[src/rtl/alu_muldiv.sv]
// Sequential ALU: single-cycle logic/arith ops plus optional radix-2 multiply and restoring divide.
// Build macro ALU_MULDIV_EN enables MUL/MULHU/DIVU/REMU; without it opcodes 10-13 return zero in one cycle.
module alu_muldiv #(
    parameter int unsigned WIDTH = 32,
    parameter int unsigned SHW   = $clog2(WIDTH)
) (
    input  logic             CLK,
    input  logic             nRST,
    input  logic             start,
    input  logic [3:0]       aluop,
    input  logic [WIDTH-1:0] port_a,
    input  logic [WIDTH-1:0] port_b,
    output logic [WIDTH-1:0] port_o,
    output logic             busy,
    output logic             done,
    output logic             flag_negative,
    output logic             flag_zero,
    output logic             flag_overflow,
    output logic             flag_divzero
);

    localparam int unsigned W = WIDTH;

    localparam logic [3:0] OP_SLL   = 4'd0;
    localparam logic [3:0] OP_SRL   = 4'd1;
    localparam logic [3:0] OP_ADD   = 4'd2;
    localparam logic [3:0] OP_SUB   = 4'd3;
    localparam logic [3:0] OP_AND   = 4'd4;
    localparam logic [3:0] OP_OR    = 4'd5;
    localparam logic [3:0] OP_XOR   = 4'd6;
    localparam logic [3:0] OP_NOR   = 4'd7;
    localparam logic [3:0] OP_SLT   = 4'd8;
    localparam logic [3:0] OP_SLTU  = 4'd9;
`ifdef ALU_MULDIV_EN
    localparam logic [3:0] OP_MUL   = 4'd10;
    localparam logic [3:0] OP_MULHU = 4'd11;
    localparam logic [3:0] OP_DIVU  = 4'd12;
    localparam logic [3:0] OP_REMU  = 4'd13;
    localparam int unsigned CW      = $clog2(WIDTH);

    typedef enum logic [1:0] {S_IDLE, S_MUL, S_DIV, S_DONE} state_e;
`else
    typedef enum logic [0:0] {S_IDLE, S_DONE} state_e;
`endif

    state_e         state_q, state_d;
    logic [W-1:0]   res_q, res_d;
    logic           neg_q, neg_d, zero_q, zero_d, ovf_q, ovf_d, dz_q, dz_d;
    logic           busy_q, busy_d, done_q, done_d;

    logic [W-1:0]   alu_res_c;
    logic           alu_ovf_c;
    logic [W-1:0]   sum_c, diff_c;

    logic           load_c, ld_ovf_c, ld_dz_c;
    logic [W-1:0]   ld_val_c;

`ifdef ALU_MULDIV_EN
    // acc holds {hi,lo} product during MUL and {remainder,quotient} during DIV
    logic           sel_hi_q, sel_hi_d;
    logic [W-1:0]   opb_q, opb_d;
    logic [2*W-1:0] acc_q, acc_d;
    logic [CW-1:0]  cnt_q, cnt_d;

    logic [W-1:0]   mul_addend_c;
    logic [W:0]     mul_sum_c;
    logic [2*W-1:0] mul_next_c;
    logic [W:0]     div_sh_c, div_diff_c;
    logic [2*W-1:0] div_next_c;

    always_comb begin
        mul_addend_c = acc_q[0] ? opb_q : '0;
        mul_sum_c    = {1'b0, acc_q[2*W-1:W]} + {1'b0, mul_addend_c};
        mul_next_c   = {mul_sum_c, acc_q[W-1:1]};
        div_sh_c     = {acc_q[2*W-1:W], acc_q[W-1]};
        div_diff_c   = div_sh_c - {1'b0, opb_q};
        div_next_c   = div_diff_c[W] ? {div_sh_c[W-1:0], acc_q[W-2:0], 1'b0}
                                     : {div_diff_c[W-1:0], acc_q[W-2:0], 1'b1};
    end
`endif

    // Single-cycle result path, evaluated on the live operands at the start edge
    always_comb begin
        sum_c     = port_a + port_b;
        diff_c    = port_a - port_b;
        alu_res_c = '0;
        alu_ovf_c = 1'b0;
        case (aluop)
            OP_SLL:  alu_res_c = port_a << port_b[SHW-1:0];
            OP_SRL:  alu_res_c = port_a >> port_b[SHW-1:0];
            OP_ADD: begin
                alu_res_c = sum_c;
                alu_ovf_c = (port_a[W-1] == port_b[W-1]) && (sum_c[W-1] != port_a[W-1]);
            end
            OP_SUB: begin
                alu_res_c = diff_c;
                alu_ovf_c = (port_a[W-1] != port_b[W-1]) && (diff_c[W-1] != port_a[W-1]);
            end
            OP_AND:  alu_res_c = port_a & port_b;
            OP_OR:   alu_res_c = port_a | port_b;
            OP_XOR:  alu_res_c = port_a ^ port_b;
            OP_NOR:  alu_res_c = ~(port_a | port_b);
            OP_SLT:  alu_res_c = W'($signed(port_a) < $signed(port_b));
            OP_SLTU: alu_res_c = W'(port_a < port_b);
            default: alu_res_c = '0;
        endcase
    end

    always_ff @(posedge CLK or negedge nRST) begin
        if (!nRST) begin
            state_q  <= S_IDLE;
            res_q    <= '0;
            neg_q    <= 1'b0;
            zero_q   <= 1'b0;
            ovf_q    <= 1'b0;
            dz_q     <= 1'b0;
            busy_q   <= 1'b0;
            done_q   <= 1'b0;
`ifdef ALU_MULDIV_EN
            sel_hi_q <= 1'b0;
            opb_q    <= '0;
            acc_q    <= '0;
            cnt_q    <= '0;
`endif
        end else begin
            state_q  <= state_d;
            res_q    <= res_d;
            neg_q    <= neg_d;
            zero_q   <= zero_d;
            ovf_q    <= ovf_d;
            dz_q     <= dz_d;
            busy_q   <= busy_d;
            done_q   <= done_d;
`ifdef ALU_MULDIV_EN
            sel_hi_q <= sel_hi_d;
            opb_q    <= opb_d;
            acc_q    <= acc_d;
            cnt_q    <= cnt_d;
`endif
        end
    end

    always_comb begin
        state_d  = state_q;
        res_d    = res_q;
        neg_d    = neg_q;
        zero_d   = zero_q;
        ovf_d    = ovf_q;
        dz_d     = dz_q;
        load_c   = 1'b0;
        ld_val_c = '0;
        ld_ovf_c = 1'b0;
        ld_dz_c  = 1'b0;
`ifdef ALU_MULDIV_EN
        sel_hi_d = sel_hi_q;
        opb_d    = opb_q;
        acc_d    = acc_q;
        cnt_d    = cnt_q;
`endif
        case (state_q)
            S_IDLE, S_DONE: begin
                state_d = S_IDLE;
                if (start) begin
`ifdef ALU_MULDIV_EN
                    if (aluop == OP_MUL || aluop == OP_MULHU) begin
                        state_d  = S_MUL;
                        sel_hi_d = (aluop == OP_MULHU);
                        opb_d    = port_a;
                        acc_d    = {{W{1'b0}}, port_b};
                        cnt_d    = '0;
                    end else if ((aluop == OP_DIVU || aluop == OP_REMU) && port_b == '0) begin
                        state_d  = S_DONE;
                        load_c   = 1'b1;
                        ld_val_c = (aluop == OP_DIVU) ? '1 : port_a;
                        ld_dz_c  = 1'b1;
                    end else if (aluop == OP_DIVU || aluop == OP_REMU) begin
                        state_d  = S_DIV;
                        sel_hi_d = (aluop == OP_REMU);
                        opb_d    = port_b;
                        acc_d    = {{W{1'b0}}, port_a};
                        cnt_d    = '0;
                    end else
`endif
                    begin
                        state_d  = S_DONE;
                        load_c   = 1'b1;
                        ld_val_c = alu_res_c;
                        ld_ovf_c = alu_ovf_c;
                    end
                end
            end
`ifdef ALU_MULDIV_EN
            S_MUL: begin
                acc_d = mul_next_c;
                cnt_d = cnt_q + CW'(1);
                if (cnt_q == CW'(W-1)) begin
                    state_d  = S_DONE;
                    load_c   = 1'b1;
                    ld_val_c = sel_hi_q ? mul_next_c[2*W-1:W] : mul_next_c[W-1:0];
                end
            end
            S_DIV: begin
                acc_d = div_next_c;
                cnt_d = cnt_q + CW'(1);
                if (cnt_q == CW'(W-1)) begin
                    state_d  = S_DONE;
                    load_c   = 1'b1;
                    ld_val_c = sel_hi_q ? div_next_c[2*W-1:W] : div_next_c[W-1:0];
                end
            end
`endif
            default: state_d = S_IDLE;
        endcase

        if (load_c) begin
            res_d  = ld_val_c;
            neg_d  = ld_val_c[W-1];
            zero_d = (ld_val_c == '0);
            ovf_d  = ld_ovf_c;
            dz_d   = ld_dz_c;
        end

        done_d = (state_d == S_DONE);
`ifdef ALU_MULDIV_EN
        busy_d = (state_d == S_MUL) || (state_d == S_DIV);
`else
        busy_d = 1'b0;
`endif
    end

    assign port_o        = res_q;
    assign busy          = busy_q;
    assign done          = done_q;
    assign flag_negative = neg_q;
    assign flag_zero     = zero_q;
    assign flag_overflow = ovf_q;
    assign flag_divzero  = dz_q;

endmodule

[config.mk]
export PLATFORM = sky130hd
export DESIGN_NAME = alu_muldiv
export DESIGN_NICKNAME = d
export VERILOG_FILES = /design/src/rtl/alu_muldiv.sv
export SDC_FILE = /design/constraint.sdc
export NUM_CORES = 1
export LEC_CHECK = 0
export CORE_AREA = 8 8 118 229
export DETAILED_ROUTE_END_ITERATION = 8
export DIE_AREA = 0 0 126 237
export PLACE_DENSITY = 0.7
export SLEW_MARGIN = 25
export SYNTH_ARGS = -nofsm -noshare
export SYNTH_HDL_FRONTEND = slang
export SYNTH_SLANG_ARGS = --single-unit
[constraint.sdc]
create_clock -name CLK -period 2.8 [get_ports CLK]
set_clock_uncertainty 0.2 [all_clocks]
set_input_delay 0.42 -clock CLK [delete_from_list [all_inputs] [get_ports CLK]]
set_output_delay 0.42 -clock CLK [all_outputs]
set_load 0.05 [all_outputs]
==> results.md, run 1 <==
- Library cells used by synthesis: 100
- Hpwl dp: 54.3 mm
- DIE HEIGHT: 237 µm
- Syn Area/Cell: 7.62 µm²
- Htree depth: 2
- YS warnings: 0
- TritonCTS Sinks: 35
- FFs w/ async S/R, synth: 1.00
- Last stage: 5_1_grt
- Hold Buf Count CTS: 0
- Worst End Pin Type: register data pin
- Starting Density: 0.489
- GPL Wtd Cong: 1.14
- CTS root buf: clkbuf_16
- Cts bufs inserted: 5
- Synthesized cell area: 11800 µm²
- Worst-case clock buffer depth: 2
- Post-synthesis sequential area ratio: 0.0743
- GRT Overall Usage: 0.705
- Synth Instances: 1546
- Largest net degree at the start of global routing: 36
- Port bufs: 106
- Row Count: 81
- Run Error: [ERROR GRT-0232] Routing congestion too high. Check the congestion heatmap in the GUI.
- Flops & latches, synth: 35
- Gr ovfl total: 163
- Main synth FF type: dfrtp_1
- Worst endpoint, post-GRT repair: flag_zero$_DFFE_PN0P_/D
- # IOs: 109
- Post-synth EDFFs: 0
- Die Width: 126 µm
- Placed cells: 2503
- Outcome: aborted with a tool error
[synth_stat cells, drive strengths merged (5+ instances only)]
cell type  count  area [µm²]
a2111oi       14         141
a211o         12         106
a211oi        40         300
a21o          16         121
a21oi        108         541
a221oi         6        58.8
a22o          10        87.6
a22oi         16         120
a311oi         9        85.1
a31oi         24         150
and2           9        58.8
and3          18         120
buf           54         389
clkbuf        71         408
dfrtp         35         876
ha           114        1430
inv          109         409
mux2          46         526
mux2i         96         981
mux4          34         777
nand2        113         427
nand2b        12        75.1
nand3         39         195
nand4         21         131
nor2         119         447
nor2b         20         125
nor3          39         195
nor3b          9        72.6
nor4          11        68.8
o2111ai        9        78.8
o211ai        23         173
o21a           6        45.0
o21ai         88         440
o21bai        11        82.6
o221ai        12         105
o22a           5        43.8
o22ai         22         138
o2bb2ai        6        52.6
o31ai         21         158
o32ai          8        70.1
or3           11        68.8
xnor2         33         289
xor2           6        52.6
[stage by stage]
| stage | worst slack (ns) | instance area (µm²) |
|---|---|---|
| 2_1_floorplan | -1.19 | 12100 |
| 3_3_place_gp | -2.17 | 17900 |
| 3_5_place_dp | -2.20 | 17900 |
| 4_1_cts | -0.920 | 20700 |
[cells by family after synthesis]
| family | share of synthesized area |
|---|---|
| buffers and inverters | 0.104 |
| xor gates and xnor gates | 0.0290 |
| muxes | 0.194 |
| DFF | 0.0743 |
| other | 0.000318 |
| AOI/OAI and AO/OA | 0.296 |
| adders and majority gates | 0.124 |
| and+or+nand+nor | 0.179 |
[repair_timing]
action / in CTS
buffers inserted: 95
gates resized for setup: 590
pin swaps: 162
cloned: 4
endpoints found under the setup margin: 34
[per-layer routing]
| metal | overflow | track usage |
|---|---|---|
| met1 | 0 | 0.688 |
| met2 | 98 | 0.899 |
| met3 | 0 | 0.506 |
| met4 | 65 | 0.759 |
| met5 | 0 | 0.128 |
==> run 2: changes to the inputs <==
--- a/config.mk
+++ b/config.mk
@@ -5,10 +5,10 @@
 export SDC_FILE = /design/constraint.sdc
 export NUM_CORES = 1
 export LEC_CHECK = 0
-export CORE_AREA = 8 8 118 229
+export CORE_AREA = 8 8 193 195
 export DETAILED_ROUTE_END_ITERATION = 8
-export DIE_AREA = 0 0 126 237
-export PLACE_DENSITY = 0.7
+export DIE_AREA = 0 0 201 203
+export PLACE_DENSITY_LB_ADDON = 0.15
 export SLEW_MARGIN = 25
 export SYNTH_ARGS = -nofsm -noshare
 export SYNTH_HDL_FRONTEND = slang
==> results.md, run 2 <==
- Outcome: finished with violations
- Failing checks: setup timing
- Cts bufs inserted: 5 (unchanged)
- Syn Area/Cell: 7.62 µm² (unchanged)
- Max VDD drop: 0.441 mV
- Crit-path max cell delay: 0.48 ns
- Most frequent cells in the layout: 658 x buf_4, 99 x nand2_1, 98 x nor2_1
- Drt initial violations: 1432
- First-pass GRT wire length: 105 mm
- Placed cells: 2648 (+5.8%)
- Worst hold path class: primary input to async pin
- Library cells used by synthesis: 100 (unchanged)
- RSZ-0062 raised after global routing: yes
- Worst Tran Pin Value: 0.832 ns
- Die footprint: 40800 µm²
- Main synth FF type: dfrtp_1
- Largest net degree at the start of global routing: 36
- Synthesized cell area: 11800 µm² (unchanged)
- Clock Latency Late Sink: 0.27 ns
- Antenna cells: 0
- Post-route cell area: 21500 µm²
- Power per Cell Area: 264 nW/µm²
- Initial antenna violation count: 0
- Drt via density: 5.88
- Htree depth: 2 (unchanged)
- Synth area leader: ha_1
- Final nets: 2486
- Flip-flop and latch area: 876 µm²
- Kind of critical path: primary input to register
- Via count: 16200
- CTS clk-pin slew, worst paths: 0.05 ns
- CP max FO: 6
- Syn-to-layout area delta: 82.4%
- Port bufs: 106 (unchanged)
- Setup Viol. Count Final: 24
- GRT Overall Usage: 0.336
- Drt pass-1 iters: 5
- Utilization after layout: 0.630
- Gr ovfl total: 0
- Top-area cell type share of the netlist area: 0.121 (unchanged)
- Hpwl dp: 57.7 mm (+6.3%)
- Most common cell after layout, fill and taps aside: buf_4
- Flops & latches, synth: 35 (unchanged)
- Largest cells by area after synthesis: ha_1 12%, mux2i_1 7.9%, dfrtp_1 7.4%
- Final-report hold violation count: 0
- Relative slew slack: 0.431
- Synth Instances: 1546 (unchanged)
- CTS root buf: clkbuf_16
- DIE HEIGHT: 203 µm (-14%)
- Final WL: 72.0 mm
- Row Count: 68 (-16%)
- Layout cells sized above 1: 0.538
- Worst setup EP type: register
- Die Width: 201 µm (+60%)
- Multi-input gate area: 12000 µm²
- GPL Wtd Cong: 1.04 (-8.9%)
- Placed inst area: 18000 µm² (+0.24%)
- Max reg flops: 32
- Starting Density: 0.345 (-0.143)
- Worst-case clock buffer depth: 2 (unchanged)
- Final worst path period need: 3.89 ns
- Tcrit/Tclk final: 1.39
- DRC Markers: 0
- Most used cell, CP: buf_4
- Critical Path AT: 3.90 ns
- Most common cell in the netlist: nor2_1
- CP startpoint kind: primary input
- Max-slew violations: 0
- FILL cells: 3047
- WHS: 0.0203 ns
- YS warnings: 0 (unchanged)
- Drt wl/cell: 26.2 µm
- Setup TNS Final: -9.92 ns
- Final worst slack: -1.09 ns
- Worst endpoint required time: 2.81 ns
- Post-synth EDFFs: 0 (unchanged)
- Core ar.: 34100 µm²
- # IOs: 109 (unchanged)
- FFs w/ async S/R, synth: 1.00 (unchanged)
- Max cap viols: 0
- P_leak: 9.46 nW
- Critical path, cell by cell: buf_12, buf_12, buf_4, mux2_2, mux2i_2, buf_4, nor2_1, o31a_1, a2111oi_4, buf_4, nand3_4, o41a_1, a311oi_2, nand4_1, a2111oi_2, a32o_1
- TritonCTS Sinks: 35 (unchanged)
- DRT antenna net count: 0
- Post-synthesis sequential area ratio: 0.0743 (unchanged)
- Commonest cells in the netlist: 119 x nor2_1, 114 x ha_1, 112 x nand2_1, 108 x a21oi_1, 108 x inv_1
- Post-route insts no fill: 2753
- Crit-path slowest cell: o41a_1
- Vias in the first global route: 16300
- TritonCTS clock tree: yes
- Max Fclk: 257 MHz
==> run 2: cell counts after synthesis <==
Identical to the previous run, type by type.
==> run 2: kinds of logic after synthesis <==
family                   share of synthesized area
AO/OA/AOI/OAI                                0.296
AND/OR/NAND/NOR                              0.179
buffers and inverters                        0.104
multiplexers                                 0.194
adder cells (fa/ha/maj)                      0.124
XOR/XNOR                                    0.0290
flip-flops                                  0.0743
other                                     0.000318
==> run 2: stage by stage <==
stage                     total power [mW]  worst slack, ns
after floorplan                       2.36            -1.19
after global placement                4.24            -2.47
after detailed placement              4.25            -2.47
after CTS                             5.37            -1.08
after global routing                  5.91            -1.21
final                                 5.67            -1.09
==> run 2: worst paths after layout <==
kind / cells past startpoint / from / to / slack (ns)
worst max-delay path: 16 / port_b[0] / flag_zero / -1.09
worst min-delay path: 1 / nRST / port_o[24] / 0.02
worst min register to register: 1 / port_o[19] / port_o[19] / 0.27
max in group asynchronous: 1 / nRST / port_o[11] / 1.88
min in group CLK: 1 / port_o[19] / port_o[19] / 0.27
worst max register to register: 1 / port_o[30] / port_o[30] / 1.77
==> run 2: metal layers <==
metal  GRT usage  up-vias  share of wire  wire [µm]
li1            -     7327              -          -
met1       0.460     7990           0.44      31600
met2       0.543      734           0.45      32500
met3      0.0295      149          0.067       4810
met4       0.124        0          0.043       3090
met5           0        -              0          0
==> run 2: power by group <==
group | total (mW) | internal, mW | switching, mW
combinational | 4.57 | 2.13 | 2.44
sequential | 0.594 | 0.561 | 0.0328
clock | 0.505 | 0.319 | 0.186
==> run 2: repair_timing <==
item | in CTS | in global routing
buffers inserted | 83 | 29
pin swaps | 143 | 86
hold buffers | 0 | 0
gates cloned | 3 | 0
setup endpoints to repair | 34 | 33
gates resized for setup | 529 | 197
==> run 2: worst max-delay path, delay by kind of cell <==
family                 cells  cell delay (ns)
buffers and inverters      5             0.75
muxes                      2             0.49
AOI/OAI and AO/OA          6             1.90
and+or+nand+nor            3             0.32
==> run 2: final cells by class <==
type,instances,share of cell area
Multi-Input combinational cell,1276,0.560
Timing Repair Buffer,871,0.344
Sequential cell,35,0.0408
Tap cell,455,0.0265
Inverter,110,0.0221
Clock buffer,6,0.00600
Power figures use the tool's default switching activity.
